$ cat src/rtl/mem_port_arbiter.sv
// Two-requester (fetch / data) arbiter onto a single backend memory port.
// DM wins ties, bounded by a starvation streak that eventually forces IF.
module mem_port_arbiter #(
   parameter int STARVE_LIMIT = 3
) (
   input  logic        Clk,
   input  logic        Rst,
   input  logic        IFReq,
   input  logic [31:0] IFAddr,
   output logic [31:0] IFData,
   output logic        IFValid,
   input  logic        DMReq,
   input  logic        DMWrite,
   input  logic [31:0] DMAddr,
   input  logic [31:0] DMWData,
   output logic [31:0] DMRData,
   output logic        DMValid,
   output logic        MemReq,
   output logic        MemWrite,
   output logic [31:0] MemAddr,
   output logic [31:0] MemWData,
   input  logic [31:0] MemRData,
   input  logic        MemAck,
   output logic        IFStall,
   output logic        DMStall,
   output logic        Busy
);

   localparam int SW =
      (STARVE_LIMIT < 1) ? 1 : $clog2(STARVE_LIMIT + 1);
   localparam logic [SW-1:0] LIMIT = SW'(STARVE_LIMIT);

   typedef enum logic [1:0] {
      IDLE,
      SERVE_IF,
      SERVE_DM
   } state_t;

   state_t state;
   state_t next_state;

   logic [SW-1:0] streak;
   logic [31:0]   addr_q;
   logic          write_q;
   logic [31:0]   wdata_q;
   logic [31:0]   if_data_q;
   logic [31:0]   dm_rdata_q;
   logic          grant_if;
   logic          grant_dm;
   logic          if_done;
   logic          dm_done;

   always_comb begin
      next_state = state;
      grant_if   = 1'b0;
      grant_dm   = 1'b0;
      unique case (state)
         IDLE: begin
            if (DMReq && (!IFReq || streak < LIMIT)) begin
               grant_dm   = 1'b1;
               next_state = SERVE_DM;
            end else if (IFReq) begin
               grant_if   = 1'b1;
               next_state = SERVE_IF;
            end
         end
         SERVE_IF: if (MemAck) next_state = IDLE;
         SERVE_DM: if (MemAck) next_state = IDLE;
         default:  next_state = IDLE;
      endcase
   end

   assign if_done = (state == SERVE_IF) && MemAck;
   assign dm_done = (state == SERVE_DM) && MemAck;

   always_ff @(posedge Clk or posedge Rst) begin
      if (Rst) begin
         state      <= IDLE;
         streak     <= '0;
         addr_q     <= '0;
         write_q    <= 1'b0;
         wdata_q    <= '0;
         if_data_q  <= '0;
         dm_rdata_q <= '0;
      end else begin
         state <= next_state;
         if (grant_dm) begin
            addr_q  <= DMAddr;
            write_q <= DMWrite;
            wdata_q <= DMWData;
            // only DM wins over a waiting IF count toward starvation
            if (!IFReq)
               streak <= '0;
            else if (streak < LIMIT)
               streak <= streak + SW'(1);
         end
         if (grant_if) begin
            addr_q  <= IFAddr;
            write_q <= 1'b0;
            wdata_q <= '0;
            streak  <= '0;
         end
         if (if_done)
            if_data_q <= MemRData;
         if (dm_done && !write_q)
            dm_rdata_q <= MemRData;
      end
   end

   assign Busy     = (state != IDLE);
   assign MemReq   = Busy;
   assign MemWrite = Busy && write_q;
   assign MemAddr  = addr_q;
   assign MemWData = wdata_q;

   assign IFValid  = if_done;
   assign DMValid  = dm_done;
   assign IFData   = if_done ? MemRData : if_data_q;
   assign DMRData  = (dm_done && !write_q) ? MemRData : dm_rdata_q;

   assign IFStall  = IFReq && !IFValid;
   assign DMStall  = DMReq && !DMValid;

endmodule

$ cat config.mk
export PLATFORM = sky130hd
export DESIGN_NAME = mem_port_arbiter
export DESIGN_NICKNAME = d
export VERILOG_FILES = /design/src/rtl/mem_port_arbiter.sv
export SDC_FILE = /design/constraint.sdc
export NUM_CORES = 1
export LEC_CHECK = 0
export BUFFER_PORTS_ARGS = -buffer_cell sky130_fd_sc_hd__clkbuf_2
export CAP_MARGIN = 0
export CORE_ASPECT_RATIO = 0.75
export CORE_UTILIZATION = 45
export CTS_BUF_LIST = sky130_fd_sc_hd__clkbuf_8 sky130_fd_sc_hd__clkbuf_16
export DETAILED_ROUTE_END_ITERATION = 10
export PLACE_DENSITY = 0.8
export SYNTH_ARGS = -nofsm -noshare
export SYNTH_HDL_FRONTEND = slang
export SYNTH_SLANG_ARGS = --single-unit
export TNS_END_PERCENT = 10
$ cat constraint.sdc
create_clock -name Clk -period 13.25 [get_ports Clk]
set_input_delay 2.65 -clock Clk [delete_from_list [all_inputs] [get_ports Clk]]
set_output_delay 2.65 -clock Clk [all_outputs]
set_load 0.02 [all_outputs]
### After elaboration in Yosys (flattened, before gate mapping)

Cells that the tools add are included.
Widths: inputs -> output; s select.

| storage, ports and cells | value |
|---|---|
| register bits after elaboration | 133 |
| latch bits | 0 |
| memory bits (writable) | 0 |
| bits in read-only memories | 0 |
| logic and storage cells | 53 |
| memories kept | 0 |

| operators by class | value |
|---|---|
| $add $sub $neg | 1 |
| $mul | 0 |
| div/mod/pow operators | 0 |
| magnitude comparators | 1 |
| eq/ne operators | 5 |
| shift operators | 0 |
| muxes and demuxes | 21 |
| bitwise operators | 0 |
| reductions and logical operators | 18 |

Operators with widths:

| cell | number |
|---|---|
| $mux 32 | 6 |
| $mux 2 | 7 |
| $logic_and 1x1->1 | 7 |
| $mux 1 | 7 |
| $logic_not 1->1 | 4 |
| $pmux 2 s2 | 1 |
| $reduce_and 2->1 | 2 |
| $reduce_bool 2->1 | 2 |
| $ne 3x1->1 const B | 1 |
| $ne 3x3->1 const B | 1 |
| $add 2x1->2 const B | 1 |
| $eq 2x1->1 const B | 1 |
| $eq 2x2->1 const B | 1 |
| $logic_not 2->1 | 1 |
| $lt 2x2->1 const B | 1 |
| $ne 2x1->1 const B | 1 |
| $reduce_or 2->1 | 1 |
| $logic_or 1x1->1 | 1 |

### Logic depth before layout (Yosys ltp)

| depth | value |
|---|---|
| depth in word-level cells | 7 |
| gate-level depth with buffers | 7 |

### Least setup slack after synthesis

No wires, ideal clock.

| timing path | value |
|---|---|
| path type | input-to-output |
| start | in MemAck |
| end | out DMRData[13] |
| arrival time | 3740 ps |
| slack | 6860 ps |
| stages | 5 |
| buffers on the path | 2 |
| path through | and2_1 nand2b_1 buf_2 buf_2 mux2_1 |

| between the ends | value |
|---|---|
| word-level cells in the longest chain between the ends | 3 |

Ends and longest elaborated chain:

| what | line | text |
|---|---|---|
| start: declaration | 23 | `input logic MemAck,` |
| $logic_and 1x1->1 | 74 | `assign dm_done = (state == SERVE_DM) && MemAck;` |
| $logic_and 1x1->1 | 119 | `assign DMRData = (dm_done && !write_q) ? MemRData : dm_rdata_q;` |
| $mux 32 | -- |  |
| end: declaration | 16 | `output logic [31:0] DMRData,` |

No other way between the ends.

### Worst setup path in the final report

| timing path | value |
|---|---|
| start | in MemAck |
| end | out DMRData[30] |

Same word-level chain as after synthesis.

==> flow_summary.yaml <==
floorplanning:
  core-area_um2: 11700
  fp.dieW_um: 130
  die_h_um: 97.8
  num_io_pins: 269
  start_util: 0.469
  fp.dieArea_um2: 12700
  row_count: 34
worst_setup_path:
  cpLargestDelayFamily: "buffers and inverters"
  cp-end-kind: "output port"
  cp-start-kind: "input pin"
  critPathBufInv: 3
  cp.arrival_ns: 4.12
  criticalPathCategory: "input pin to output port"
  slowest_delay_ns: 0.41
  crit_top_cell: "clkbuf_2"
  crit_required_ns: 10.60
  crit_path_cell_trace: "clkbuf_2, and2_1, nand2b_1, buf_4, mux2_1, clkbuf_2"
  worst-path-max-fanout: 28
  cp_slowest_cell: "mux2_1"
synthesis:
  synth_area_um2: 5500
  yosysUniqueCellTypes: 28
  yosys-top-cells-area: "dfrtp_1 (60%), mux2_2 (10%), a22o_1 (5.4%)"
  synth.net_count: 561
  syn-mean-instance-area_um2: 13.0
  synth_top_cell_area_share: 0.605
  synth-seq-area-share: 0.605
  yosys_warnings: 0
  netlist_instances: 423
  ys_seq_elements: 133
  synth_top_area_cell: "dfrtp_1"
pwr:
  power_density_nw_per_um2: 282
  totalPowerFinal_uw: 2120
  peakVddDrop_mv: 0.143
  leakage_uw: 0.00377
grt:
  grt_pass1_vias: 4323
  grt_pass1_wl_um: 21500
  grt-ovfl-total: 0
  grt.total_usage: 0.220
  grt_max_degree: 82
  antenna_found_initial: 0
job:
  maxCapViolCount: 0
outcome:
  outcome: "finished, final reports clean"
cts:
  cts_buffer_depth: 2
  cts_tree: "built"
  cts_inserted_buffers: 17
  cts_max_level: 4
  cts_resized: 0
  clk_pin_slew_worst_paths_ns: 0.07
  root_buffer: "clkbuf_16"
  cts-hold-fix-buffers: 0
  post_cts_buffers: 0
  cts.sinks: 133
  insertion_delay_ns: 0.40
route:
  ant_nets: 0
  num_vias: 4273
  wl_um: 13600
  post-route-drc-count: 0
  drtPass1Iterations: 4
  avgViaCountPerCell: 5.00
  wl_per_cell_um: 15.9
  drtIter0Drc: 160
placement:
  dp_hpwl_um: 10100
  port_buffers: 268
  place_congestion: 0.761
hold_path:
  hp-class: "flop to flop"
timing:
  hold_violations: 0
  slew_headroom: 0.303
  fin_skew_ns: 0.0125
  fin_crit_sh: 0.511
  finalSetupTns_ns: 0
  fmax_mhz: 148
  setup_viol: 0
  post-route-min-period_ns: 6.77
  tightestPinTransition_ns: 1.05
  slew_viol_final: 0
  rsz0062_at_grt: "false"
finish:
  multiInputGateArea_um2: 1970
  nNetsFinal: 817
  antenna_cells: 0
  syn_to_final_growth_pct: 36.6
  nFillCells: 902
  regArea_um2: 3330
  drive_above_1_share: 0.517
[stage by stage]
step           worst slack, ns   util  hold WS, ns  cell area, µm²  std cells
6_report                  6.48  0.640        0.491            7520        854
5_1_grt                   6.38  0.640        0.504            7520        854
4_1_cts                   6.46  0.640        0.492            7520        854
3_5_place_dp              6.46  0.588        0.477            6900        822
3_3_place_gp              6.57  0.588        0.474            6900        822
2_1_floorplan             6.86      -        0.470            5500        423
[flip-flops by register name, summed over array words and instances (netlist names)]
register    count
MemAddr        32
MemWData       32
dm_rdata_q     32
if_data_q      32
state           2
streak          2
write_q         1
[final cells by class]
type / count / share of cell area
clock buffer: 17 / 0.0566
clock inverter: 15 / 0.0253
inverter: 6 / 0.00333
multi-input combinational: 248 / 0.262
sequential: 133 / 0.443
tap: 162 / 0.0270
timing repair buffer: 273 / 0.183
[worst paths after layout]
check | startpoint | end | slack, ns | cells after the start
hold reg to reg | dm_rdata_q[26] | dm_rdata_q[26] | 0.49 | 1
max in group asynchronous | Rst | MemAddr[0] | 9.50 | 3
min in group asynchronous | Rst | dm_rdata_q[27] | 2.31 | 2
hold / removal | dm_rdata_q[26] | dm_rdata_q[26] | 0.49 | 1
setup / recovery | MemAck | DMRData[30] | 6.48 | 6
setup reg to reg | state[0] | MemAddr[10] | 11.04 | 5
[routing by layer]
layer  track usage  wire length [µm]  up-vias
met1         0.253              5550     2049
met4        0.0483               114        0
met5             0                 0        -
li1              -                 -     2055
met3        0.0805              1070        8
met2         0.389              6880      161
[Yosys cell counts (all sizes together)]
cell type,count
o21a,1
nand2,3
inv,6
nor2b,4
a31oi,32
buf,22
nor2,32
o32a,1
ha,4
mux2,66
or3b,32
clkbuf,14
a32o,1
nand2b,1
a22o,34
a21oi,1
dfrtp,133
and2,2
and3,1
o21ai,33
[layout by cell type, fill, tap and decap left out]
cell | synthesis | routed
inv_8 | 0 | 1
nand2b_1 | 1 | 1
buf_4 | 1 | 5
a31oi_1 | 32 | 32
nor2b_4 | 1 | 1
nand2_1 | 2 | 2
or3b_1 | 32 | 32
o21ai_0 | 32 | 32
o32a_1 | 1 | 1
and3_1 | 1 | 1
clkbuf_2 | 1 | 268
and2_1 | 2 | 2
ha_1 | 4 | 4
dfrtp_1 | 133 | 133
bufinv_16 | 0 | 3
nor2_1 | 32 | 32
mux2_2 | 49 | 49
a21oi_1 | 1 | 1
o21a_2 | 0 | 1
inv_6 | 0 | 6
clkinvlp_4 | 0 | 2
a32o_1 | 1 | 1
a22o_1 | 34 | 34
clkinv_4 | 0 | 2
inv_4 | 0 | 1
inv_1 | 6 | 6
nor2b_1 | 3 | 3
nand2_2 | 1 | 1
mux2_1 | 17 | 17
clkbuf_16 | 0 | 17
o21ai_2 | 0 | 1
[cell families (layout without fill, tap and decap cells)]
logic type      Yosys count  after routing  synth area share
mux                      66             66             0.135
simple gates             75             75            0.0857
buf+inv                  42            311            0.0387
flops                   133            133             0.605
fa+ha+maj                 4              4           0.00910
compound gates          103            103             0.126
[power by group]
| part | switching [µW] | internal, µW | leakage (µW) |
|---|---|---|---|
| Combinational | 592 | 341 | 0.00188 |
| Sequential | 88.6 | 611 | 0.00159 |
| Clock | 184 | 301 | 0.000299 |
| Total | 864 | 1250 | 0.00377 |
No activity file was read; power rests on OpenSTA's default activity.
